--- src/rtl/ysyx_201979054_arb_pkg.sv ---
// Shared types and constants for the two-requester AXI request arbiter.
package ysyx_201979054_arb_pkg;

    typedef enum logic [1:0] {
        IDLE    = 2'd0,
        GRANT   = 2'd1,
        RELEASE = 2'd2
    } arb_state_e;

    localparam int REQ_INSTR = 0;
    localparam int REQ_DATA  = 1;

    localparam logic [1:0] AXI_BURST_INCR = 2'b01;

endpackage

--- src/rtl/ysyx_201979054_rr_arbiter2.sv ---
// Two-way round-robin pick: a lone requester wins, a tie goes to whoever was not served last.
module ysyx_201979054_rr_arbiter2
    import ysyx_201979054_arb_pkg::*;
(
    input  logic [1:0] req,
    input  logic       last_grant,
    output logic [1:0] gnt
);

    // NOTE: every output gets a default first, so no path leaves it unassigned and no latch is inferred.
    always_comb begin
        gnt = req;
        if (&req) begin
            gnt = '0;
            if (last_grant == 1'(REQ_DATA)) gnt[REQ_INSTR] = 1'b1;
            else                            gnt[REQ_DATA]  = 1'b1;
        end
    end

endmodule

--- src/rtl/ysyx_201979054_axi_arbiter.sv ---
// Grants the single AXI master request port to the I-side or D-side requester,
// holds it until done (or watchdog timeout), then idles one cycle before re-arbitrating.
module ysyx_201979054_axi_arbiter
    import ysyx_201979054_arb_pkg::*;
#(
    parameter int N_REQ          = 2,
    parameter int TIMEOUT_CYCLES = 1024,
    parameter int ADDR_W         = 32,
    parameter int DATA_W         = 64
) (
    input  logic                          clk,
    input  logic                          arst,
    input  logic [N_REQ-1:0]              i_read_req,
    input  logic [N_REQ-1:0]              i_write_req,
    input  logic [N_REQ-1:0][ADDR_W-1:0]  i_addr,
    input  logic [N_REQ-1:0][DATA_W-1:0]  i_wdata,
    input  logic [N_REQ-1:0][7:0]         i_len,
    input  logic [N_REQ-1:0][2:0]         i_size,
    input  logic [N_REQ-1:0][7:0]         i_strb,
    output logic [N_REQ-1:0]              o_grant,
    output logic [N_REQ-1:0][DATA_W-1:0]  o_rdata,
    output logic [N_REQ-1:0]              o_handshake,
    output logic [N_REQ-1:0]              o_done,
    output logic [N_REQ-1:0]              o_err,
    output logic                          o_m_read_req,
    output logic                          o_m_write_req,
    output logic [ADDR_W-1:0]             o_m_addr,
    output logic [DATA_W-1:0]             o_m_wdata,
    output logic [7:0]                    o_m_len,
    output logic [2:0]                    o_m_size,
    output logic [1:0]                    o_m_burst,
    output logic [7:0]                    o_m_strb,
    input  logic [DATA_W-1:0]             i_m_rdata,
    input  logic                          i_m_done,
    input  logic                          i_m_handshake
);

    localparam int CNT_W = $clog2(TIMEOUT_CYCLES);
    localparam logic [CNT_W-1:0] CNT_LAST = CNT_W'(TIMEOUT_CYCLES - 1);

    arb_state_e       state_q;
    logic [1:0]       grant_q;
    logic             grant_idx_q;
    logic             last_grant_q;
    logic [CNT_W-1:0] cnt_q;
    logic [CNT_W-1:0] cnt_d;

    logic [1:0] pending;
    logic [1:0] arb_gnt;
    logic       in_grant;
    logic       timeout;

    assign pending = i_read_req | i_write_req;

    ysyx_201979054_rr_arbiter2 u_rr (
        .req        (pending),
        .last_grant (last_grant_q),
        .gnt        (arb_gnt)
    );

    assign in_grant  = (state_q == GRANT);
    assign timeout   = in_grant && (cnt_q == CNT_LAST);
    assign cnt_d     = (cnt_q == '1) ? cnt_q : cnt_q + 1'b1;
    assign o_grant   = grant_q;
    assign o_rdata   = {N_REQ{i_m_rdata}};
    assign o_m_burst = AXI_BURST_INCR;

    // Master-side fields follow the granted requester live; write wins over an illegal read+write.
    always_comb begin
        o_m_write_req = 1'b0;
        o_m_read_req  = 1'b0;
        o_m_addr      = '0;
        o_m_wdata     = '0;
        o_m_len       = '0;
        o_m_size      = '0;
        o_m_strb      = '0;
        o_handshake   = '0;
        o_done        = '0;
        o_err         = '0;
        if (in_grant) begin
            o_m_write_req = i_write_req[grant_idx_q];
            o_m_read_req  = i_read_req[grant_idx_q] & ~i_write_req[grant_idx_q];
            o_m_addr      = i_addr[grant_idx_q];
            o_m_wdata     = i_wdata[grant_idx_q];
            o_m_len       = i_len[grant_idx_q];
            o_m_size      = i_size[grant_idx_q];
            o_m_strb      = i_strb[grant_idx_q];
            o_handshake[grant_idx_q] = i_m_handshake;
            o_done[grant_idx_q]      = i_m_done | timeout;
            o_err[grant_idx_q]       = timeout & ~i_m_done;
        end
    end

    // NOTE: sequential state uses <= only, so all registers update together at the edge.
    always_ff @(posedge clk) begin
        if (arst) begin
            state_q      <= IDLE;
            grant_q      <= '0;
            grant_idx_q  <= 1'b0;
            last_grant_q <= 1'b1;
            cnt_q        <= '0;
        end else begin
            case (state_q)
                IDLE: begin
                    if (|pending) begin
                        state_q     <= GRANT;
                        grant_q     <= arb_gnt;
                        grant_idx_q <= arb_gnt[1];
                        cnt_q       <= '0;
                    end
                end
                GRANT: begin
                    if (i_m_done || timeout) begin
                        state_q <= RELEASE;
                        grant_q <= '0;
                        if (i_m_done) last_grant_q <= grant_idx_q;
                    end else begin
                        cnt_q <= cnt_d;
                    end
                end
                RELEASE: state_q <= IDLE;
                default: begin
                    state_q <= IDLE;
                    grant_q <= '0;
                end
            endcase
        end
    end

endmodule

--- config.mk ---
export PLATFORM = sky130hd
export DESIGN_NAME = ysyx_201979054_axi_arbiter
export DESIGN_NICKNAME = d
export VERILOG_FILES = /design/src/rtl/ysyx_201979054_arb_pkg.sv /design/src/rtl/ysyx_201979054_rr_arbiter2.sv /design/src/rtl/ysyx_201979054_axi_arbiter.sv
export SDC_FILE = /design/constraint.sdc
export NUM_CORES = 1
export LEC_CHECK = 0
export ABC_AREA = 1
export CAP_MARGIN = 40
export CORE_AREA = 2 2 219 221
export DETAILED_ROUTE_END_ITERATION = 10
export DIE_AREA = 0 0 221 223
export PLACE_DENSITY = 0.36
export REMOVE_ABC_BUFFERS = 1
export SETUP_SLACK_MARGIN = 0.1
export SLEW_MARGIN = 20
export SYNTH_ARGS = -nofsm -noshare
export SYNTH_HDL_FRONTEND = slang
export SYNTH_HIERARCHICAL = 1
export SYNTH_SLANG_ARGS = --single-unit
--- constraint.sdc ---
create_clock -name clk -period 1.9 [get_ports clk]
set_clock_uncertainty 0.05 [all_clocks]
set_input_delay 0.38 -clock clk [delete_from_list [all_inputs] [get_ports clk]]
set_output_delay 0.38 -clock clk [all_outputs]
set_load 0.03 [all_outputs]
# Word-level counts from Yosys, hierarchy flattened
# Index checks and enable logic that the tools add are counted.
# word_totals
register_bits	16
output_inout_bits	255
# op_classes
add_sub_neg	1
n_lt_le_gt_ge	2
eq_ne	7
muxes	39
bitwise_logic	10
reduce_logical	12
# op_table
op	count
two-way mux 64 bit	3
two-way mux 32 bit	3
two-way mux 8 bit	6
two-way mux 10 bit	3
one-hot mux 10 bit (2 select lines)	1
two-way mux 2 bit	8
adder 10 x 1 -> 10 bit (second input constant)	1
== test 10 bit (second input constant)	1
two-way mux 1 bit	9
two-way mux 3 bit	3
AND 2 bit	3
inequality test 2 bit (second input constant)	3
one-hot mux 2 bit (3 select lines)	1
AND reduction 2 bit	3
AND reduction 3 bit	2
one-hot mux 2 bit (2 select lines)	1
AND reduction 4 bit	1
NOT 1 bit	3
AND 1 bit	2
== test 2 x 1 -> 1 bit (second input constant)	1
== test 2 bit (second input constant)	1
logical AND 1 bit	2
logical NOT 2 bit	1
less-than comparator 1 x 2 -> 1 bit (second input constant)	1
8 further kinds	8

# Depth between registers and ports, before layout
# depth
ltp_word	6
ltp_mapped	9
mapped_depth_nobuf	9

# Modules after synthesis
# The synthesis kept the hierarchy.
# by_module_without_submodules
mod	n_inst	cells_each	area_per_inst_um2
ysyx_201979054_axi_arbiter	1	677	3594.7
ysyx_201979054_rr_arbiter2	1	5	21.3

# Worst setup path after synthesis
# Ideal clock, no wire load.
# synth_timing
path_type	register -> output
startpoint	register cnt_q[0]
endpoint	output o_err[0]
arrival_ns	1.657
path_slack_ns	-0.187
path_stages_with_launch	6
path_cell_list	dfxtp_1 > ha_1 > nand2_2 > nor2_4 > nand4_4 > nor3_1
# synth_via
elab_chain_cells	5
# synth_rtl
element	line_no	text
start, declared	ysyx_201979054_axi_arbiter.sv:45	logic [CNT_W-1:0] cnt_q;
start signal, assigned	ysyx_201979054_axi_arbiter.sv:118	cnt_q <= cnt_d;
== test 10 bit	ysyx_201979054_axi_arbiter.sv:62	assign timeout = in_grant && (cnt_q == CNT_LAST);
logical AND 1 bit	ysyx_201979054_axi_arbiter.sv:62	
AND 1 bit	ysyx_201979054_axi_arbiter.sv:90	o_err[grant_idx_q] = timeout & ~i_m_done;
AND 2 bit (no line)	n/a	
two-way mux 2 bit	ysyx_201979054_axi_arbiter.sv:80	if (in_grant) begin
end, declared	ysyx_201979054_axi_arbiter.sv:24	output logic [N_REQ-1:0] o_err,
# Every way passes these cells.

# Final worst setup path
# layout_timing
startpoint	register grant_idx_q
endpoint	output o_m_len[5]
# layout_via
elab_chain_cells	3
# layout_rtl
element	line_no	text
start, declared	ysyx_201979054_axi_arbiter.sv:43	logic grant_idx_q;
start signal, assigned	ysyx_201979054_axi_arbiter.sv:108	grant_idx_q <= arb_gnt[1];
two-way mux 8 bit (implied by the code) (2 in series)	ysyx_201979054_axi_arbiter.sv:85	o_m_len = i_len[grant_idx_q];
two-way mux 8 bit	ysyx_201979054_axi_arbiter.sv:80	
end, declared	ysyx_201979054_axi_arbiter.sv:29	output logic [7:0] o_m_len,
# Every way passes these cells. The select of a mux whose other input is x is not followed.

==> metrics.md <==
| Metric | Value |
|---|---|
| Root Driver | `clkbuf_16` |
| Min cycle time layout | `between 1.5 and 2 ns` |
| Vias per std cell | `between 3 and 4` |
| Post-DP HPWL | `~35,000 um` |
| Via count | `between 6,000 and 7,000` |
| Nets | `between 1,000 and 1,500` |
| RSZ-0062 raised after global routing | `yes` |
| Post-synth cell types | `27` |
| Reg2reg start | `state_q[1]` |
| Drt first pass iters | `5` |
| P_leak | `about 0.0042 uW` |
| Top post-synthesis cells by area | `nand2_1 29%, buf_4 27%, a21oi_1 17%` |
| Top-level I/O count | `557` |
| Area leader, netlist | `nand2_1` |
| Synth Area in XOR/XNOR | `0` |
| Required time of the critical path | `around 1.5 ns` |
| Fmax | `about 500 MHz` |
| CTS tree | `done` |
| H-tree lvl count | `1` |
| Final setup fails | `between 70 and 80` |
| Netlist Area Pre-Place | `roughly 3600 sq um` |
| Status | `finished with violations` |
| CP Max Fanout | `9` |
| Worst-path clk slew | `roughly 0.050 ns` |
| Crit Reg-Reg Endpoint | `cnt_q[3]` |
| Arrival @ worst endpoint | `around 1.6 ns` |
| Ys Warns | `6` |
| Post-Route Utilization | `0.221` |
| Gr busiest metal | `met2` |
| Mux contribution to synthesized area | `0` |
| Area growth, synth to finish | `188%` |
| Overall power | `between 4000 and 5000 uW` |
| GR Util All Layers | `0.183` |
| Sequential area share after synthesis | `0.0886` |
| Worst-case clock buffer depth | `2` |
| TNS Setup | `-2.38 ns` |
| Gate count after technology mapping | `about 700` |
| Initial antenna violation count | `1` |
| Simple-gate share of the synthesized area | `0.382` |
| Met3 Use GR | `0.150` |
| Die Span Y | `about 220 um` |
| Die width | `around 220 um` |
| HP Class | `reg -> reg` |
| Die area | `49,300 sq um` |
| Number of max-cap violations | `0` |
| PD cells | `about 400 nW/um^2` |
| Synth top area share | `0.287` |
| Largest family of logic cells by synthesized area | `simple AND/OR/NAND/NOR gates` |
| CORE AREA | `roughly 47,000 sq um` |
| Worst setup EP type | `primary output` |
| Cell count of the worst reg-to-reg path | `8` |
| Max Transition Viols Final | `0` |
| DR WL/cell | `30.3 um` |
| Vias in the first global route | `between 5,000 and 6,000` |
| Hold path cells | `2` |
| Largest net degree at the start of global routing | `35` |
| Drt drc | `0` |
| Cell row count | `80` |
| Final worst path period share | `1.05` |
| Clock latency on the worst-skew pair | `about 0.25 ns` |
| Sink Count | `16` |
| Starting Density | `0.0767` |
| Met2 usage | `0.297` |
| Buffers on Ports | `between 300 and 400` |
| GPL Wtd Cong | `around 0.77` |
| Min-delay src | `o_grant[1]` |
| Max VDD drop | `approximately 270 uV` |
| Gr ovfl total | `0` |
| Kind of critical path | `reg -> out` |
| Failing checks | `negative setup slack` |
| Number of buffers created by CTS | `3` |
| Fin. Hold Viols | `0` |
| Syn_area_per_cell | `5.30 sq um` |
| Compound-Gate Fraction of Synth Area | `0.183` |
| Drt initial violations | `338` |
| WHS Endpoint | `o_grant[1]` |
| Final antenna-violating net count | `0` |
| Synthesized flop and latch total | `16` |
| Met1 Use GR | `0.177` |
| First-pass GRT wire length | `about 60,000 um` |
| WL final | `between 40,000 and 50,000 um` |
| N_diodes | `0` |
| Worst setup margin | `-0.0976 ns` |
| Layout cells sized above 1 | `0.467` |
| Critical Path Start Type | `flip-flop` |
| Pre-CTS setup slack | `-0.0799 ns` |
| Adder-Cell Fraction of Synth Area | `0.00346` |
| FF-to-FF setup slack | `between 0.3 and 0.4 ns` |
[critical path: stages (launching register included)]
cell     delay [ns]
dfxtp_4        0.42
buf_12         0.14
buf_12         0.15
buf_16         0.17
nand2_1        0.08
a21oi_1        0.16
buf_4          0.18
[how the worst max path moves through the flow]
stage                      startpoint           end  slack, ns  depth (start not counted)
after floorplan           grant_idx_q      o_err[1]      -3.92                          4
after global placement     i_wdata[9]  o_m_wdata[9]      -0.07                          5
after detailed placement   i_wdata[9]  o_m_wdata[9]      -0.08                          5
after CTS                 grant_idx_q  o_m_addr[20]      -0.08                          7
after global routing      grant_idx_q  o_m_read_req      -0.14                          6
final                     grant_idx_q    o_m_len[5]       -0.1                          6
[final cells by class]
class | count | area, sq um
fill | 5198 | 36700
timing repair buffer | 473 | 5800
multi-input combinational | 469 | 3290
tap | 615 | 769
sequential | 16 | 334
inverter | 27 | 123
clock buffer | 4 | 88.8
[sequential cells by signal (all words and copies together), names as in the netlist]
name	count
o_grant	2
cnt_q	10
grant_idx_q	1
state_q	2
last_grant_q	1
[Yosys cell counts]
cell type and count:
nor2_1 22, nand2_2 8, o21ai_0 2, o21ai_1 1, conb_1 2, nand4_4 1, nor2_4 3, dfxtp_1 16
clkinv_1 1, inv_2 1, nor3b_1 1, clkbuf_1 33, nand3_1 9, nor3_2 1, nand2_1 276, nand3_4 1
nor3_1 3, buf_1 5, o211ai_1 2, nand4_1 5, ha_1 1, buf_2 3, inv_1 25, nand2_4 1
a21oi_1 126, nor2_2 3, buf_4 130
[routing by layer]
metal  part of all wire  up-vias
met5             0.0090        -
met4              0.026        8
met3               0.17       56
met2               0.45      543
met1               0.34     2819
li1                   -     2643
[stage by stage]
step	instance area [sq um]	hold slack, ns	cells
floorplan	2480	0.399	511
global placement	7490	0.397	1532
detailed placement	7490	0.404	1532
CTS	9570	0.416	1589
global route	10400	0.439	1604
finish	10400	0.415	1604
[cells in the final DEF, fill, tap and decap left out, types with 5 or more instances in the layout]
cell type,count
buf_4,64
nand2_2,56
a21oi_4,47
inv_1,20
nor2_4,6
dfxtp_1,9
buf_12,55
buf_8,6
clkbuf_16,10
a21oi_1,30
nor2_1,20
nand3_1,9
buf_16,25
nand4_1,5
nand2_1,185
nand2_4,43
dfxtp_2,5
buf_6,77
clkdlybuf4s50_1,238
a21oi_2,49
[report_power, final]
| group | leakage [uW] | internal, uW | switching (uW) |
|---|---|---|---|
| combinational | 0.00401 | 1690 | 1640 |
| clock | 0.0000442 | 321 | 147 |
| sequential | 0.000134 | 350 | 17.9 |
[logic make-up (layout without fill, tap and decap cells)]
| group | count (synthesis) | count (layout) |
|---|---|---|
| AOI/OAI and AO/OA | 131 | 131 |
| other | 2 | 2 |
| adders and majority gates | 1 | 1 |
| buffers and inverters | 198 | 504 |
| and+or+nand+nor | 334 | 335 |
| DFF | 16 | 16 |
[what timing repair did]
action,4_1_cts,5_1_grt
endpoints found under the setup margin,122,123
gates resized for setup,257,167
pin swaps,39,42
setup buffers,29,10
hold buffers,0,0
cloned,24,10
Power figures use the tool's default switching activity.
